### config.mk
export PLATFORM = sky130hd
export DESIGN_NAME = alu_cmd_driver
export DESIGN_NICKNAME = d
export VERILOG_FILES = /design/src/rtl/alu_pkg.sv /design/src/rtl/alu_cmd_fifo.sv /design/src/rtl/alu_cmd_driver.sv
export SDC_FILE = /design/constraint.sdc
export NUM_CORES = 1
export LEC_CHECK = 0
export CORE_MARGIN = 3
export CORE_UTILIZATION = 48
export DETAILED_ROUTE_END_ITERATION = 10
export GPL_TIMING_DRIVEN = 0
export PLACE_DENSITY = 0.74
export SYNTH_ARGS = -nofsm -noshare
export SYNTH_HDL_FRONTEND = slang
export SYNTH_HIERARCHICAL = 1
export SYNTH_SLANG_ARGS = --single-unit
### constraint.sdc
create_clock -name clk -period 2.68 [get_ports clk]
set_input_delay 0.804 -clock clk [delete_from_list [all_inputs] [get_ports clk]]
set_output_delay 0.804 -clock clk [all_outputs]
set_load 0.1 [all_outputs]
### src/rtl/alu_pkg.sv
// Shared types and constants for the 4-bit ALU command driver, plus the
// reference ALU function used by the optional self-check path.
package alu_pkg;

    localparam int DEFAULT_WIDTH = 4;

    localparam logic [2:0] OP_ADD = 3'b000;
    localparam logic [2:0] OP_SUB = 3'b001;
    localparam logic [2:0] OP_AND = 3'b010;
    localparam logic [2:0] OP_OR  = 3'b011;
    localparam logic [2:0] OP_NOT = 3'b100;

    typedef enum logic [1:0] {
        ST_IDLE   = 2'd0,
        ST_SETTLE = 2'd1,
        ST_RESP   = 2'd2
    } state_t;

    typedef struct packed {
        logic [DEFAULT_WIDTH-1:0] a;
        logic [DEFAULT_WIDTH-1:0] b;
        logic [2:0]               sel;
    } cmd_t;

    // Returns {y, carry, zero}; SUB carry flags a borrow (a < b).
    function automatic logic [DEFAULT_WIDTH+1:0] alu_ref(
        input logic [DEFAULT_WIDTH-1:0] a,
        input logic [DEFAULT_WIDTH-1:0] b,
        input logic [2:0]               sel
    );
        logic [DEFAULT_WIDTH:0]   sum;
        logic [DEFAULT_WIDTH-1:0] y;
        logic                     carry;
        sum   = {(DEFAULT_WIDTH+1){1'b0}};
        y     = {DEFAULT_WIDTH{1'b0}};
        carry = 1'b0;
        case (sel)
            OP_ADD: begin
                sum   = {1'b0, a} + {1'b0, b};
                y     = sum[DEFAULT_WIDTH-1:0];
                carry = sum[DEFAULT_WIDTH];
            end
            OP_SUB: begin
                y     = a - b;
                carry = (a < b);
            end
            OP_AND:  y = a & b;
            OP_OR:   y = a | b;
            OP_NOT:  y = ~a;
            default: y = {DEFAULT_WIDTH{1'b0}};
        endcase
        return {y, carry, (y == {DEFAULT_WIDTH{1'b0}})};
    endfunction

endpackage

### src/rtl/alu_cmd_fifo.sv
// Synchronous show-ahead command FIFO; push when full and pop when empty are ignored.
module alu_cmd_fifo #(
    parameter int W     = 11,
    parameter int DEPTH = 4
) (
    input  logic                     clk,
    input  logic                     rst,
    input  logic                     push,
    input  logic                     pop,
    input  logic [W-1:0]             wdata,
    output logic [W-1:0]             rdata,
    output logic                     full,
    output logic                     empty,
    output logic [$clog2(DEPTH):0]   count
);
    localparam int AW = $clog2(DEPTH);
    localparam logic [AW:0] FULL_CNT = (AW+1)'(DEPTH);

    logic [W-1:0]  mem_r [DEPTH];
    logic [AW-1:0] wr_ptr_r;
    logic [AW-1:0] rd_ptr_r;
    logic [AW:0]   count_r;
    logic          push_ok_s;
    logic          pop_ok_s;

    assign full      = (count_r == FULL_CNT);
    assign empty     = (count_r == {(AW+1){1'b0}});
    assign count     = count_r;
    assign rdata     = mem_r[rd_ptr_r];
    assign push_ok_s = push && !full;
    assign pop_ok_s  = pop && !empty;

    // Storage array; contents are only observed once count says they are valid.
    always_ff @(posedge clk) begin
        if (push_ok_s) begin
            mem_r[wr_ptr_r] <= wdata;
        end
    end

    // Pointers wrap naturally modulo DEPTH (power of two).
    always_ff @(posedge clk) begin
        if (rst) begin
            wr_ptr_r <= {AW{1'b0}};
            rd_ptr_r <= {AW{1'b0}};
            count_r  <= {(AW+1){1'b0}};
        end else begin
            if (push_ok_s) begin
                wr_ptr_r <= wr_ptr_r + AW'(1);
            end
            if (pop_ok_s) begin
                rd_ptr_r <= rd_ptr_r + AW'(1);
            end
            case ({push_ok_s, pop_ok_s})
                2'b10:   count_r <= count_r + (AW+1)'(1);
                2'b01:   count_r <= count_r - (AW+1)'(1);
                default: count_r <= count_r;
            endcase
        end
    end

endmodule

### src/rtl/alu_cmd_driver.sv
// Drives queued ALU commands one at a time, waits SETTLE cycles, returns results over valid/ready.
// Optional build macro ALU_SELF_CHECK_EN adds a reference-model compare (rsp_mismatch, err_count).
module alu_cmd_driver
    import alu_pkg::*;
#(
    parameter int WIDTH  = DEFAULT_WIDTH,
    parameter int DEPTH  = 4,
    parameter int SETTLE = 1
) (
    input  logic             clk,
    input  logic             rst,
    input  logic             cmd_valid,
    output logic             cmd_ready,
    input  logic [WIDTH-1:0] cmd_a,
    input  logic [WIDTH-1:0] cmd_b,
    input  logic [2:0]       cmd_sel,
    output logic [WIDTH-1:0] alu_a,
    output logic [WIDTH-1:0] alu_b,
    output logic [2:0]       alu_sel,
    input  logic [WIDTH-1:0] alu_y,
    input  logic             alu_carry,
    input  logic             alu_zero,
    output logic             rsp_valid,
    input  logic             rsp_ready,
    output logic [WIDTH-1:0] rsp_y,
    output logic             rsp_carry,
    output logic             rsp_zero,
    output logic [2:0]       rsp_sel,
    output logic             busy
`ifdef ALU_SELF_CHECK_EN
    ,
    output logic             rsp_mismatch,
    output logic [7:0]       err_count
`endif
);
    localparam int CMD_W = 2 * WIDTH + 3;
    localparam int AW    = $clog2(DEPTH);
    localparam int CW    = (SETTLE > 1) ? $clog2(SETTLE) : 1;

    state_t           state_r;
    state_t           state_next_s;
    logic [CW-1:0]    cnt_r;
    logic [CW-1:0]    cnt_next_s;
    logic             load_s;
    logic             capture_s;
    logic             consume_s;
    logic             push_s;
    logic             fifo_full_s;
    logic             fifo_empty_s;
    logic [AW:0]      fifo_count_s;
    logic [CMD_W-1:0] head_s;

    // Acceptance depends only on occupancy, so a pop in the same cycle cannot make room.
    assign cmd_ready = !rst && !fifo_full_s;
    assign push_s    = cmd_valid && cmd_ready;
    assign busy      = (fifo_count_s != {(AW+1){1'b0}}) || (state_r != ST_IDLE);

    alu_cmd_fifo #(
        .W     (CMD_W),
        .DEPTH (DEPTH)
    ) u_fifo (
        .clk   (clk),
        .rst   (rst),
        .push  (push_s),
        .pop   (load_s),
        .wdata ({cmd_a, cmd_b, cmd_sel}),
        .rdata (head_s),
        .full  (fifo_full_s),
        .empty (fifo_empty_s),
        .count (fifo_count_s)
    );

    // Next-state and control strobes; RESP reloads directly so back-to-back commands skip IDLE.
    always_comb begin
        state_next_s = state_r;
        cnt_next_s   = cnt_r;
        load_s       = 1'b0;
        capture_s    = 1'b0;
        consume_s    = 1'b0;
        case (state_r)
            ST_IDLE: begin
                if (!fifo_empty_s) begin
                    load_s       = 1'b1;
                    cnt_next_s   = CW'(SETTLE - 1);
                    state_next_s = ST_SETTLE;
                end else begin
                    state_next_s = ST_IDLE;
                end
            end
            ST_SETTLE: begin
                if (cnt_r == {CW{1'b0}}) begin
                    capture_s    = 1'b1;
                    state_next_s = ST_RESP;
                end else begin
                    cnt_next_s   = cnt_r - CW'(1);
                end
            end
            ST_RESP: begin
                if (rsp_ready) begin
                    consume_s = 1'b1;
                    if (!fifo_empty_s) begin
                        load_s       = 1'b1;
                        cnt_next_s   = CW'(SETTLE - 1);
                        state_next_s = ST_SETTLE;
                    end else begin
                        state_next_s = ST_IDLE;
                    end
                end else begin
                    state_next_s = ST_RESP;
                end
            end
            default: begin
                state_next_s = ST_IDLE;
            end
        endcase
    end

    // State, ALU drive registers and the response holding registers.
    always_ff @(posedge clk) begin
        if (rst) begin
            state_r   <= ST_IDLE;
            cnt_r     <= {CW{1'b0}};
            alu_a     <= {WIDTH{1'b0}};
            alu_b     <= {WIDTH{1'b0}};
            alu_sel   <= 3'b000;
            rsp_valid <= 1'b0;
            rsp_y     <= {WIDTH{1'b0}};
            rsp_carry <= 1'b0;
            rsp_zero  <= 1'b0;
            rsp_sel   <= 3'b000;
        end else begin
            state_r <= state_next_s;
            cnt_r   <= cnt_next_s;
            if (load_s) begin
                alu_a   <= head_s[CMD_W-1 -: WIDTH];
                alu_b   <= head_s[3 +: WIDTH];
                alu_sel <= head_s[2:0];
            end
            if (capture_s) begin
                rsp_valid <= 1'b1;
                rsp_y     <= alu_y;
                rsp_carry <= alu_carry;
                rsp_zero  <= alu_zero;
                rsp_sel   <= alu_sel;
            end else if (consume_s) begin
                rsp_valid <= 1'b0;
            end
        end
    end

`ifdef ALU_SELF_CHECK_EN
    logic [WIDTH+1:0] ref_s;
    logic             mismatch_s;

    assign ref_s      = alu_ref(alu_a, alu_b, alu_sel);
    assign mismatch_s = (ref_s != {alu_y, alu_carry, alu_zero});

    // Compare against the reference at capture time; error counter saturates at 255.
    always_ff @(posedge clk) begin
        if (rst) begin
            rsp_mismatch <= 1'b0;
            err_count    <= 8'd0;
        end else begin
            if (capture_s) begin
                rsp_mismatch <= mismatch_s;
                if (mismatch_s && (err_count != 8'hFF)) begin
                    err_count <= err_count + 8'd1;
                end
            end else if (consume_s) begin
                rsp_mismatch <= 1'b0;
            end
        end
    end
`endif

endmodule

==> reports/qor.yml <==
power.share.combinational_pct: 37.4
n_antenna_cell: 0
number_of_enable_flip_flop_cells_after_synthesis: 44
hold_path_depth: 2
clock_power_share_pct: 24.5
place.detailed.instances: 330
grt_max_degree: 14
min_path_type: "reg2reg"
slew_violations: 0
top_level_ports: 44
finalSetupViolations: 0
synth.yosys.warnings: 6
crit_path_top_delay_cell: "sky130_fd_sc_hd__clkdlybuf4s50_1"
tritoncts_num_sinks: 77
finalSetupTns_ps: 0
synth_largest_area_cell: "sky130_fd_sc_hd__edfxtp_1"
synth_commonest_cells: "44 x sky130_fd_sc_hd__edfxtp_1, 33 x sky130_fd_sc_hd__dfxtp_1, 24 x sky130_fd_sc_hd__nand2b_1, 21 x sky130_fd_sc_hd__mux2i_1, 18 x sky130_fd_sc_hd__nor2_1"
detailedRoute.firstIterationViolations: 52
cts_hold_buffers: 0
worst_slew_margin_relative_to_its_limit_pct: 34.31
post_layout_nonfiller_instances: 347
post_synth_inst_count: 213
fin_hold_ws_ps: 471.2
cts.clk_slew.worst_paths_ps: 80
num_cts_buffers: 9
clk_latency_ps: 340
rr_endpoint: "u_fifo/count[2]"
irDropWorstVdd_mv: 0.8402
final.setup_skew_ps: 8.468
tritoncts: "yes"
worst-path-max-fanout: 2
synth_async_sr_flop_share_pct: 0
netlist-cell-type-count: 30
drt_wl_total_microns: 5432
layout_min_cycle_time_ps: 2627
die_x_microns: 86.08
proportion_of_synthesized_chip_area_in_sequential_cells_pct: 64.39
static-leakage-power_nw: 1.392
worstPathBufferInverterCount: 1
path_cells: "clkdlybuf4s50_1"
ff2ff_path_depth: 12
floorplan.die_area_sq_mm: 0.007409
initial_antenna_violation_count: 0
drive_above_1_share_pct: 16.54
netSwitchingPower_mw: 1.507
synthMostInstantiatedCell: "sky130_fd_sc_hd__edfxtp_1"
required_ps: 1880
first_pass_iters: 4
timing.reg2reg.setup_slack_ps: 170
nNetsFinal: 294
vias_per_cell: 5.061
number_of_global_route_vias_before_repair: 1827
worst_setup_path_class: "reg2out"
place.gp.congestion: 0.7495
timing.critical_path.slowest_cell_delay_ps: 1140
layout_setup_ws_ps: 53.32
y_dimension_of_the_die_microns: 86.08
setup.worst_path.start_class: "flop"
setup_repair_after_global_routing_missed_its_margin: "no"
grt_pass1_wl_microns: 8880
drt-wirelength-per-cell_microns: 15.65
standard_cell_core_area_sq_mm: 0.006061
cell_internal_pwr_mw: 2.339
floorplan.initialDensity_pct: 50.78
clk_root_buffer_cell: "sky130_fd_sc_hd__clkbuf_8"
synth_nets: 240
antenna_violating_nets_post_route: 0
status: "complete, no violations"
power.share.sequential_pct: 38.1
worstMarginPinSlew_ps: 982.3
peak_clock_frequency_supported_by_timing_ghz: 0.3807
minimum_setup_slack_after_placement_ps: -662.7
remaining_drc_errors: 0
hpwl_microns: 3685
critPathTopFamily: "buffers and inverters"
globalRouteTotalUtil_pct: 15.81
postSynthAreaPerCell_sq_um: 14.45
post-route-period-util_pct: 98.01
hold_start: "alu_b[0]"
synth_top_cells_by_area: "sky130_fd_sc_hd__edfxtp_1 43%, sky130_fd_sc_hd__dfxtp_1 21%, sky130_fd_sc_hd__mux4_2 8.0%"
globalRouteOverflowTotal: 0
hold_viol_final: 0
hold_path_end: "alu_b[0]"
postSynthRegisterBits: 77
endpoint_kind: "output port"
synth_area_sq_mm: 0.003078
power.density_mw_per_mm2: 996.2
crit-reg2reg-launch: "u_fifo/count[2]"
p_sw_share_pct: 39.18
port_buffers: 42
vias: 1756
cts-root-to-sink-buffers: 2
fin_total_pwr_mw: 3.847
synth_flop_type: "sky130_fd_sc_hd__edfxtp_1"
maxCapViolCount: 0
cts_max_level: 3
areaGrowthSynthToFinish_pct: 25.45
critical_path_arrival_ps: 1820
floorplan.rows: 28
area_share_of_the_largest_cell_type_after_synthesis_pct: 42.93
-- stage by stage --
stage / util [%] / instance area, sq um
final: 63.71 / 3861
after global routing: 63.71 / 3861
after CTS: 63.52 / 3850
after detailed placement: 59.91 / 3631
after global placement: 59.91 / 3631
after floorplan: - / 3117
-- kinds of logic (layout without fill, tap and decap cells) --
group           count (synthesis)  in the layout  share of synthesized area [%]
compound gates                 13             13                          2.439
xor+xnor                        3              3                         0.8538
fa+ha+maj                       6              6                          2.683
buf+inv                        20             79                          3.292
flops                          77             77                          64.39
mux                            32             32                          14.88
simple gates                   62             62                          11.46
-- cell type report --
cell class / instances / area, sq um
inverter: 11 / 53.80
sequential: 77 / 1982
fill: 479 / 2200
buffer: 8 / 55.05
clock inverter: 6 / 87.58
timing repair buffer: 44 / 444.2
clock buffer: 10 / 127.6
tap: 75 / 93.84
multi-input combinational: 116 / 1017
-- layout by cell type, fill, tap and decap left out, types with 3 or more instances in the layout --
master                            Yosys  layout
sky130_fd_sc_hd__nor2_1              18      16
sky130_fd_sc_hd__ha_1                 5       4
sky130_fd_sc_hd__nand2b_1            24      24
sky130_fd_sc_hd__a21oi_1              7       7
sky130_fd_sc_hd__buf_4                2       4
sky130_fd_sc_hd__dfxtp_1             33      33
sky130_fd_sc_hd__o21ai_0              4       4
sky130_fd_sc_hd__and2_1               5       4
sky130_fd_sc_hd__clkbuf_8             0      10
sky130_fd_sc_hd__xor2_1               3       3
sky130_fd_sc_hd__dlymetal6s2s_1       0       4
sky130_fd_sc_hd__mux2i_1             21      21
sky130_fd_sc_hd__or3_1                3       3
sky130_fd_sc_hd__clkdlybuf4s50_1      0      34
sky130_fd_sc_hd__mux4_2              11      11
sky130_fd_sc_hd__inv_1               10       8
sky130_fd_sc_hd__clkbuf_1             4       4
sky130_fd_sc_hd__nor2b_1              3       3
sky130_fd_sc_hd__edfxtp_1            44      44
sky130_fd_sc_hd__nand2_1              3       3
-- registers in the layout, indices dropped and copies added (netlist names), named ones only --
| signal | count |
|---|---|
| rsp_sel | 3 |
| alu_sel | 3 |
| rsp_zero | 1 |
| alu_a | 4 |
| u_fifo/count | 3 |
| u_fifo/rd_ptr_r | 2 |
| state_r | 2 |
| rsp_y | 4 |
| u_fifo/wr_ptr_r | 2 |
| u_fifo/mem_r | 44 |
| alu_b | 4 |
| rsp_carry | 1 |
| cnt_r | 1 |
| rsp_valid | 1 |
-- worst reg2reg max path: cells and delay by family, from the launching register on --
family / cells / cell delay, ps
XOR/XNOR: 1 / 160
adder cells (fa/ha/maj): 2 / 520
buffers and inverters: 3 / 190
AO/OA/AOI/OAI: 1 / 110
AND/OR/NAND/NOR: 5 / 1010
flip-flops: 1 / 440
-- metal layers --
metal,vias to the layer above,routed length (microns),global-route usage [%]
met5,-,0,0
met2,41,2604,25.09
li1,863,-,-
met1,844,2456,20.37
met4,0,76,7.338
met3,8,294,4.035
-- repair_timing --
| action | CTS | global route |
|---|---|---|
| buffers inserted | 2 | 0 |
| pin swaps | 2 | 1 |
| resized for setup | 8 | 5 |
| hold endpoints to repair | 0 | 0 |
| setup endpoints to repair | 5 | 6 |
-- worst max path at each step --
stage / end / start / slack (ps) / cells past startpoint
4_1_cts: alu_sel[1] / alu_sel[1] / 3 / 1
2_1_floorplan: u_fifo/count[2] / rst / -280 / 13
6_report: alu_a[0] / alu_a[0] / 50 / 1
5_1_grt: alu_b[3] / alu_b[3] / 3 / 1
3_5_place_dp: u_fifo/count[2] / rsp_ready / -660 / 13
3_3_place_gp: u_fifo/count[2] / rsp_ready / -640 / 13
-- power by group through the flow --
stage          Clock [mW]  Combinational (mW)  Sequential [mW]
2_1_floorplan           0               0.600             2.05
3_3_place_gp            0                1.45             1.49
3_5_place_dp            0                1.46             1.50
4_1_cts             0.970                1.45             1.47
5_1_grt              1.02                1.51             1.48
6_report            0.941                1.44             1.47
Note: power is estimated with default switching activity, not from simulation.
